`src/rtl/mem_port_arbiter.sv`:
```
// mem_port_arbiter: shares one variable-latency memory between fetch and the MEM stage,
// giving data priority under a fetch starvation bound and aborting hung accesses.
module mem_port_arbiter #(
    parameter int WIDTH        = 32,
    parameter int STARVE_LIMIT = 4,
    parameter int TIMEOUT_CYC  = 64
) (
    input  logic             clk,
    input  logic             rst,
    input  logic             if_req,
    input  logic [WIDTH-1:0] if_addr,
    input  logic             flush_F,
    output logic [WIDTH-1:0] if_rdata,
    output logic             if_valid,
    output logic             stall_F,
    input  logic             dm_req,
    input  logic             dm_we,
    input  logic [WIDTH-1:0] dm_addr,
    input  logic [WIDTH-1:0] dm_wdata,
    output logic [WIDTH-1:0] dm_rdata,
    output logic             dm_valid,
    output logic             stall_MEM,
    output logic             mem_req,
    output logic             mem_we,
    output logic [WIDTH-1:0] mem_addr,
    output logic [WIDTH-1:0] mem_wdata,
    input  logic [WIDTH-1:0] mem_rdata,
    input  logic             mem_ack,
    output logic             timeout_err
);
    typedef enum logic [1:0] {IDLE, IF_BUSY, DM_BUSY, RESP} state_t;
    state_t     state, state_nxt;
    logic [3:0] starve_cnt;
    logic [7:0] wd_cnt;
    logic       drop, owner_dm, if_eff, busy, grant_dm, grant_if, wd_exp;

    always_comb begin
        if_eff    = if_req & ~flush_F;
        busy      = (state == IF_BUSY) | (state == DM_BUSY);
        grant_dm  = (state == IDLE) & dm_req & ~(if_eff & (starve_cnt == 4'(STARVE_LIMIT)));
        grant_if  = (state == IDLE) & ~grant_dm & if_eff;
        wd_exp    = busy & ~mem_ack & (wd_cnt == 8'(TIMEOUT_CYC - 1));
        state_nxt = state;
        case (state)
            IDLE:             if (grant_dm) state_nxt = DM_BUSY;
                              else if (grant_if) state_nxt = IF_BUSY;
            IF_BUSY, DM_BUSY: if (mem_ack) state_nxt = RESP;
                              else if (wd_exp) state_nxt = IDLE;
            default:          state_nxt = IDLE;
        endcase
    end

    assign mem_req   = busy;
    assign if_valid  = (state == RESP) & ~owner_dm & ~drop;
    assign dm_valid  = (state == RESP) & owner_dm;
    assign stall_F   = if_req & ~if_valid & ~flush_F;
    assign stall_MEM = dm_req & ~dm_valid;

    always_ff @(posedge clk or negedge rst) begin
        if (!rst) begin
            state       <= IDLE;
            starve_cnt  <= '0;
            wd_cnt      <= '0;
            drop        <= 1'b0;
            owner_dm    <= 1'b0;
            mem_we      <= 1'b0;
            mem_addr    <= '0;
            mem_wdata   <= '0;
            if_rdata    <= '0;
            dm_rdata    <= '0;
            timeout_err <= 1'b0;
        end else begin
            state       <= state_nxt;
            timeout_err <= wd_exp;
            if (grant_dm | grant_if) begin
                mem_addr   <= grant_dm ? dm_addr : if_addr;
                mem_we     <= grant_dm & dm_we;
                mem_wdata  <= grant_dm ? dm_wdata : '0;
                owner_dm   <= grant_dm;
                drop       <= 1'b0;
                wd_cnt     <= '0;
                starve_cnt <= (grant_dm & if_eff) ? starve_cnt + 4'd1 : 4'd0;
            end else if (busy) begin
                wd_cnt <= wd_cnt + 8'd1;
            end
            // a flush landing on the ack cycle still suppresses the capture
            if (state == IF_BUSY && flush_F)
                drop <= 1'b1;
            if (state == IF_BUSY && mem_ack && !drop && !flush_F)
                if_rdata <= mem_rdata;
            if (state == DM_BUSY && mem_ack && !mem_we)
                dm_rdata <= mem_rdata;
        end
    end
endmodule

```
`config.mk`:
```
export PLATFORM = sky130hd
export DESIGN_NAME = mem_port_arbiter
export DESIGN_NICKNAME = d
export VERILOG_FILES = /design/src/rtl/mem_port_arbiter.sv
export SDC_FILE = /design/constraint.sdc
export NUM_CORES = 1
export LEC_CHECK = 0
export BUFFER_PORTS_ARGS = -buffer_cell sky130_fd_sc_hd__buf_2
export CAP_MARGIN = 15
export CELL_PAD_IN_SITES_DETAIL_PLACEMENT = 0
export CELL_PAD_IN_SITES_GLOBAL_PLACEMENT = 1
export CORE_MARGIN = 2
export CORE_UTILIZATION = 38
export DETAILED_ROUTE_END_ITERATION = 8
export PLACE_DENSITY_LB_ADDON = 0.1
export SLEW_MARGIN = 20
export SYNTH_ARGS = -nofsm -noshare
export SYNTH_HDL_FRONTEND = slang
export SYNTH_SLANG_ARGS = --single-unit
```
`constraint.sdc`:
```
create_clock -name clk -period 2.97 [get_ports clk]
set_input_delay 0.297 -clock clk [delete_from_list [all_inputs] [get_ports clk]]
set_output_delay 0.297 -clock clk [all_outputs]
set_load 0.05 [all_outputs]
```
# Word level (Yosys, flattened, before mapping)
# Index checks and enable logic that the tools add are counted.
# totals
ff_bits	146
output_inout_bits	135
word_cells	72
# classes
n_addsub	2
eq_ne	7
muxes	12
bitwise_logic	26
n_reduce_logical	14
# ops
cell	n
2-to-1 mux 32 bit	2
AND 1 bit	16
2-to-1 mux 8 bit	2
adder 8 x 1 -> 8 bit (second input constant)	1
equality test 8 x 6 -> 1 bit (second input constant)	1
2-to-1 mux 2 bit	4
inverter 1 bit	8
logical AND 1 bit	6
inequality test 3 bit (second input constant)	2
adder 4 x 1 -> 4 bit (second input constant)	1
equality test 2 bit (second input constant)	2
equality test 4 x 3 -> 1 bit (second input constant)	1
2-to-1 mux 4 bit	1
case mux 2 bit (2 select lines)	1
nonzero test 2 bit	2
zero test 1 bit	3
equality test 2 x 1 -> 1 bit (second input constant)	1
zero test 2 bit	1
2-to-1 mux 1 bit	2
bitwise OR 1 bit	2
AND reduction 2 bit	1
OR reduction 2 bit	1

# Logic depth before layout (Yosys ltp)
# logic_depth
ltp_word	11
mapped_depth	8
depth_no_buf	6

# Worst setup path before layout
# No wires, ideal clock.
# synth_path
path_type	register to output
start	register state[0]
end	output port stall_F
arrival_time_ps	2315
setup_slack_ps	358
path_stages_with_launch	4
n_path_buf	0
cell_sequence	dfrtp_1 -> ha_1 -> nor3b_1 -> nor2b_1
# synth_via
elab_chain_len	6
# synth_lines
item	line_no	source
start: declaration	32	state_t state, state_nxt;
start signal: assignment	73	state <= state_nxt;
equality test 2 bit	54	assign if_valid = (state == RESP) & ~owner_dm & ~drop;
AND 1 bit (2 in series)	54	
net if_valid	14	output logic if_valid,
inverter 1 bit	56	assign stall_F = if_req & ~if_valid & ~flush_F;
AND 1 bit (2 in series)	56	
end: declaration	15	output logic stall_F,
# The timed path passes the listed nets, and every way through them passes these cells.

# Worst setup path in the final report
# layout_path
start	register state[0]
end	output port mem_req
# layout_via
elab_chain_len	2
# layout_lines
item	line_no	source
equality test 2 x 1 -> 1 bit / equality test 2 bit (equally long branches)	39	busy = (state == IF_BUSY) | (state == DM_BUSY);
bitwise OR 1 bit *	39	
end: declaration	23	output logic mem_req,
# Mark *: on every way between the ends. The rest lies on a longest branch, timed or not.

==> impl_metrics.ini <==
[cts]
cts_buffers = 17
cts-root-buf = clkbuf_16
cts_tree = done
clk_latency_ns = 0.41
htreeDepth = 4
cts_buffer_depth = 2
cts.sinks = 146
clk_pin_slew_ns = 0.06

[route]
drt_first_pass_iters = 5
drc_errors = 0
ant_nets = 0
wl_um = 15100
viasPerCell = 4.89
routedWlPerCell_um = 16.4
vias = 4503
first_iter_violations = 212

[synthesis]
yosysMostFrequentCell = dfrtp_1
synthTopCellsByArea = dfrtp_1 (62%), mux2_2 (12%), a22o_1 (5.1%)
synth_seq_cells = 146
synth_area_per_cell_sq_um = 13.0
synth_cells = 450
syn-cell-area_sq_um = 5860
ys_seq_area_frac = 0.623
synth_top_cell_by_area = dfrtp_1
synth-async-reset-ratio = 1.00
synth_top_flop_cell = dfrtp_1
synth.distinct_cells = 40
synth.top_cell.area_share = 0.623
synthTopCellsByCount = dfrtp_1 (146), nand2_1 (71), mux2_2 (64)
synth_edf_count = 0
synth_warnings = 0
synth_nets = 593

[floorplanning]
die_area_sq_um = 16400
initial_core_util = 0.387
coreArea_sq_um = 15100
die-width_um = 128
num_io_pins = 270
die_y_um = 128
placementRows = 45

[place]
port_buffers = 269
dpl.hpwl_um = 11100
gp_congestion = 0.761

[global_routing]
track_usage = 0.187
antenna_found_initial = 0
grt_pass1_wl_um = 23500
grt_pass1_vias = 4538
gr-total-overflow = 0
grt_start_max_net_pins = 77

[worst_setup_path]
cp_top_family = adder cells
worstReg2RegStart = state[0]
critPathLaunch = state[0]
cp-start-kind = flop
endpoint_kind = output pin
worst-endpoint-arrival_ns = 1.76
required_ns = 2.67
slowest_stage = ha_1
path_cells = inv_1 -> ha_1 -> buf_2
ff2ff_setup_slack_ns = 1.01
crit_path_max_fanout = 10
path_depth = 3
r2r_end = mem_addr[25]
worstSetupPathType = flop to output pin
critPathBufInv = 2
slowest_delay_ns = 0.50
reg2reg_depth = 7
crit_end = mem_req

[sta]
fin_skew_ns = 0.00578
slew_violations = 0
hold_ws_ns = 0.0946
timing_hold_violations_final = 0
setup_viol = 0
rsz0062_at_grt = no
tightest_slew_ns = 0.947
min_period_ns = 2.06
max_slew_margin = 0.367
finalSetupTns_ns = 0
fin_crit_sh = 0.694
max_freq_mhz = 485

[layout]
area_delta_synth_final_pct = 36.9
layout-drive-gt1-share = 0.512
final_nets = 862
diodes = 0

[power_and_ir_drop]
p_leak_uw = 0.00418
worst_ir_drop_vdd_uv = 643
power_density_nw_per_um2 = 1420

[worst_hold_path]
holdCritStartpoint = dm_wdata[10]
hold_path_class = input pin to flop

[outcome]
status = completed

[job]
max_cap_violations = 0
## worst min-delay path by stage
| stage | depth (start not counted) | to | slack [ns] |
|---|---|---|---|
| floorplan | 0 | dm_rdata[0] | 0.001 |
| global placement | 1 | dm_rdata[5] | 0.36 |
| detailed placement | 1 | if_rdata[5] | 0.38 |
| CTS | 2 | mem_wdata[18] | 0.08 |
| global route | 2 | mem_wdata[22] | 0.07 |
| finish | 2 | mem_wdata[10] | 0.09 |
## cell families after synthesis
group / count (synthesis) / synth area share
AOI/OAI and AO/OA: 83 / 0.111
adders and majority gates: 8 / 0.0171
xor gates and xnor gates: 6 / 0.00896
muxes: 67 / 0.128
DFF: 146 / 0.623
and+or+nand+nor: 105 / 0.0790
buffers and inverters: 35 / 0.0324
## registers in the layout, indices dropped and copies added, names as in the netlist
signal / count
drop: 1
dm_rdata: 32
mem_wdata: 32
if_rdata: 32
mem_we: 1
state: 2
mem_addr: 32
owner_dm: 1
wd_cnt: 8
timeout_err: 1
starve_cnt: 4
## worst reg2reg max path: stages, from the launching register on
cell,delay [ns]
dfrtp_1,0.42
inv_1,0.09
ha_1,0.29
and3b_1,0.24
a21boi_2,0.16
buf_4,0.24
a22oi_1,0.33
nand2_1,0.09
## cell usage in the layout, fill, tap and decap left out, types with 2 or more instances in the layout
cell / instances
nand3_1: 5
clkinvlp_4: 3
ha_1: 8
buf_4: 4
a22o_1: 34
o21ai_0: 4
nand2_1: 71
a21o_1: 2
a21oi_1: 3
mux2_2: 64
buf_12: 3
nand3b_1: 2
nor3_1: 2
a22oi_1: 32
buf_2: 268
clkbuf_16: 17
bufinv_16: 3
nor4_1: 2
and3b_1: 2
xor2_1: 4
clkinv_2: 2
inv_1: 8
clkinv_4: 3
clkbuf_1: 2
nor2b_1: 2
xnor2_1: 2
mux2_1: 2
dfrtp_1: 146
nor2_1: 10
nand4_1: 2
## cell type report
cell class | count | area (sq um)
inverters | 8 | 30.0
multi-input cells | 269 | 2050
clock inverters | 12 | 158
well taps | 188 | 235
flip-flops and latches | 146 | 3650
repair buffers | 277 | 1450
fillers | 1355 | 7120
clock buffers | 20 | 447
## power breakdown
group	switching (uW)	leakage, uW	internal, uW
Sequential	479	0.00181	2890
Combinational	4330	0.00209	1520
Clock	812	0.000287	1350
## timing repair
item                      in CTS  in global routing
hold buffers                   1                  0
hold endpoints to repair      74                  0
buffers inserted               0                  0
gates resized for setup        0                  0
## routing by layer
| metal | vias up | GRT usage | routed length, um |
|---|---|---|---|
| li1 | 2137 | - | - |
| met1 | 2161 | 0.227 | 6260 |
| met2 | 190 | 0.315 | 7510 |
| met3 | 15 | 0.0584 | 1120 |
| met4 | 0 | 0.0646 | 205 |
| met5 | - | 0 | 0 |
## per-stage QoR
step / std cells / power, uW / worst slack [ns] / area, sq um / utilization
after detailed placement: 887 / 9320 / 1.01 / 7410 / 0.490
after global routing: 920 / 12000 / 0.808 / 8030 / 0.530
after floorplan: 450 / 7840 / 0.358 / 5860 / -
final: 920 / 11400 / 0.910 / 8030 / 0.530
after global placement: 887 / 9230 / 1.03 / 7410 / 0.490
after CTS: 920 / 11500 / 0.899 / 8030 / 0.530
Power figures use the tool's default switching activity.
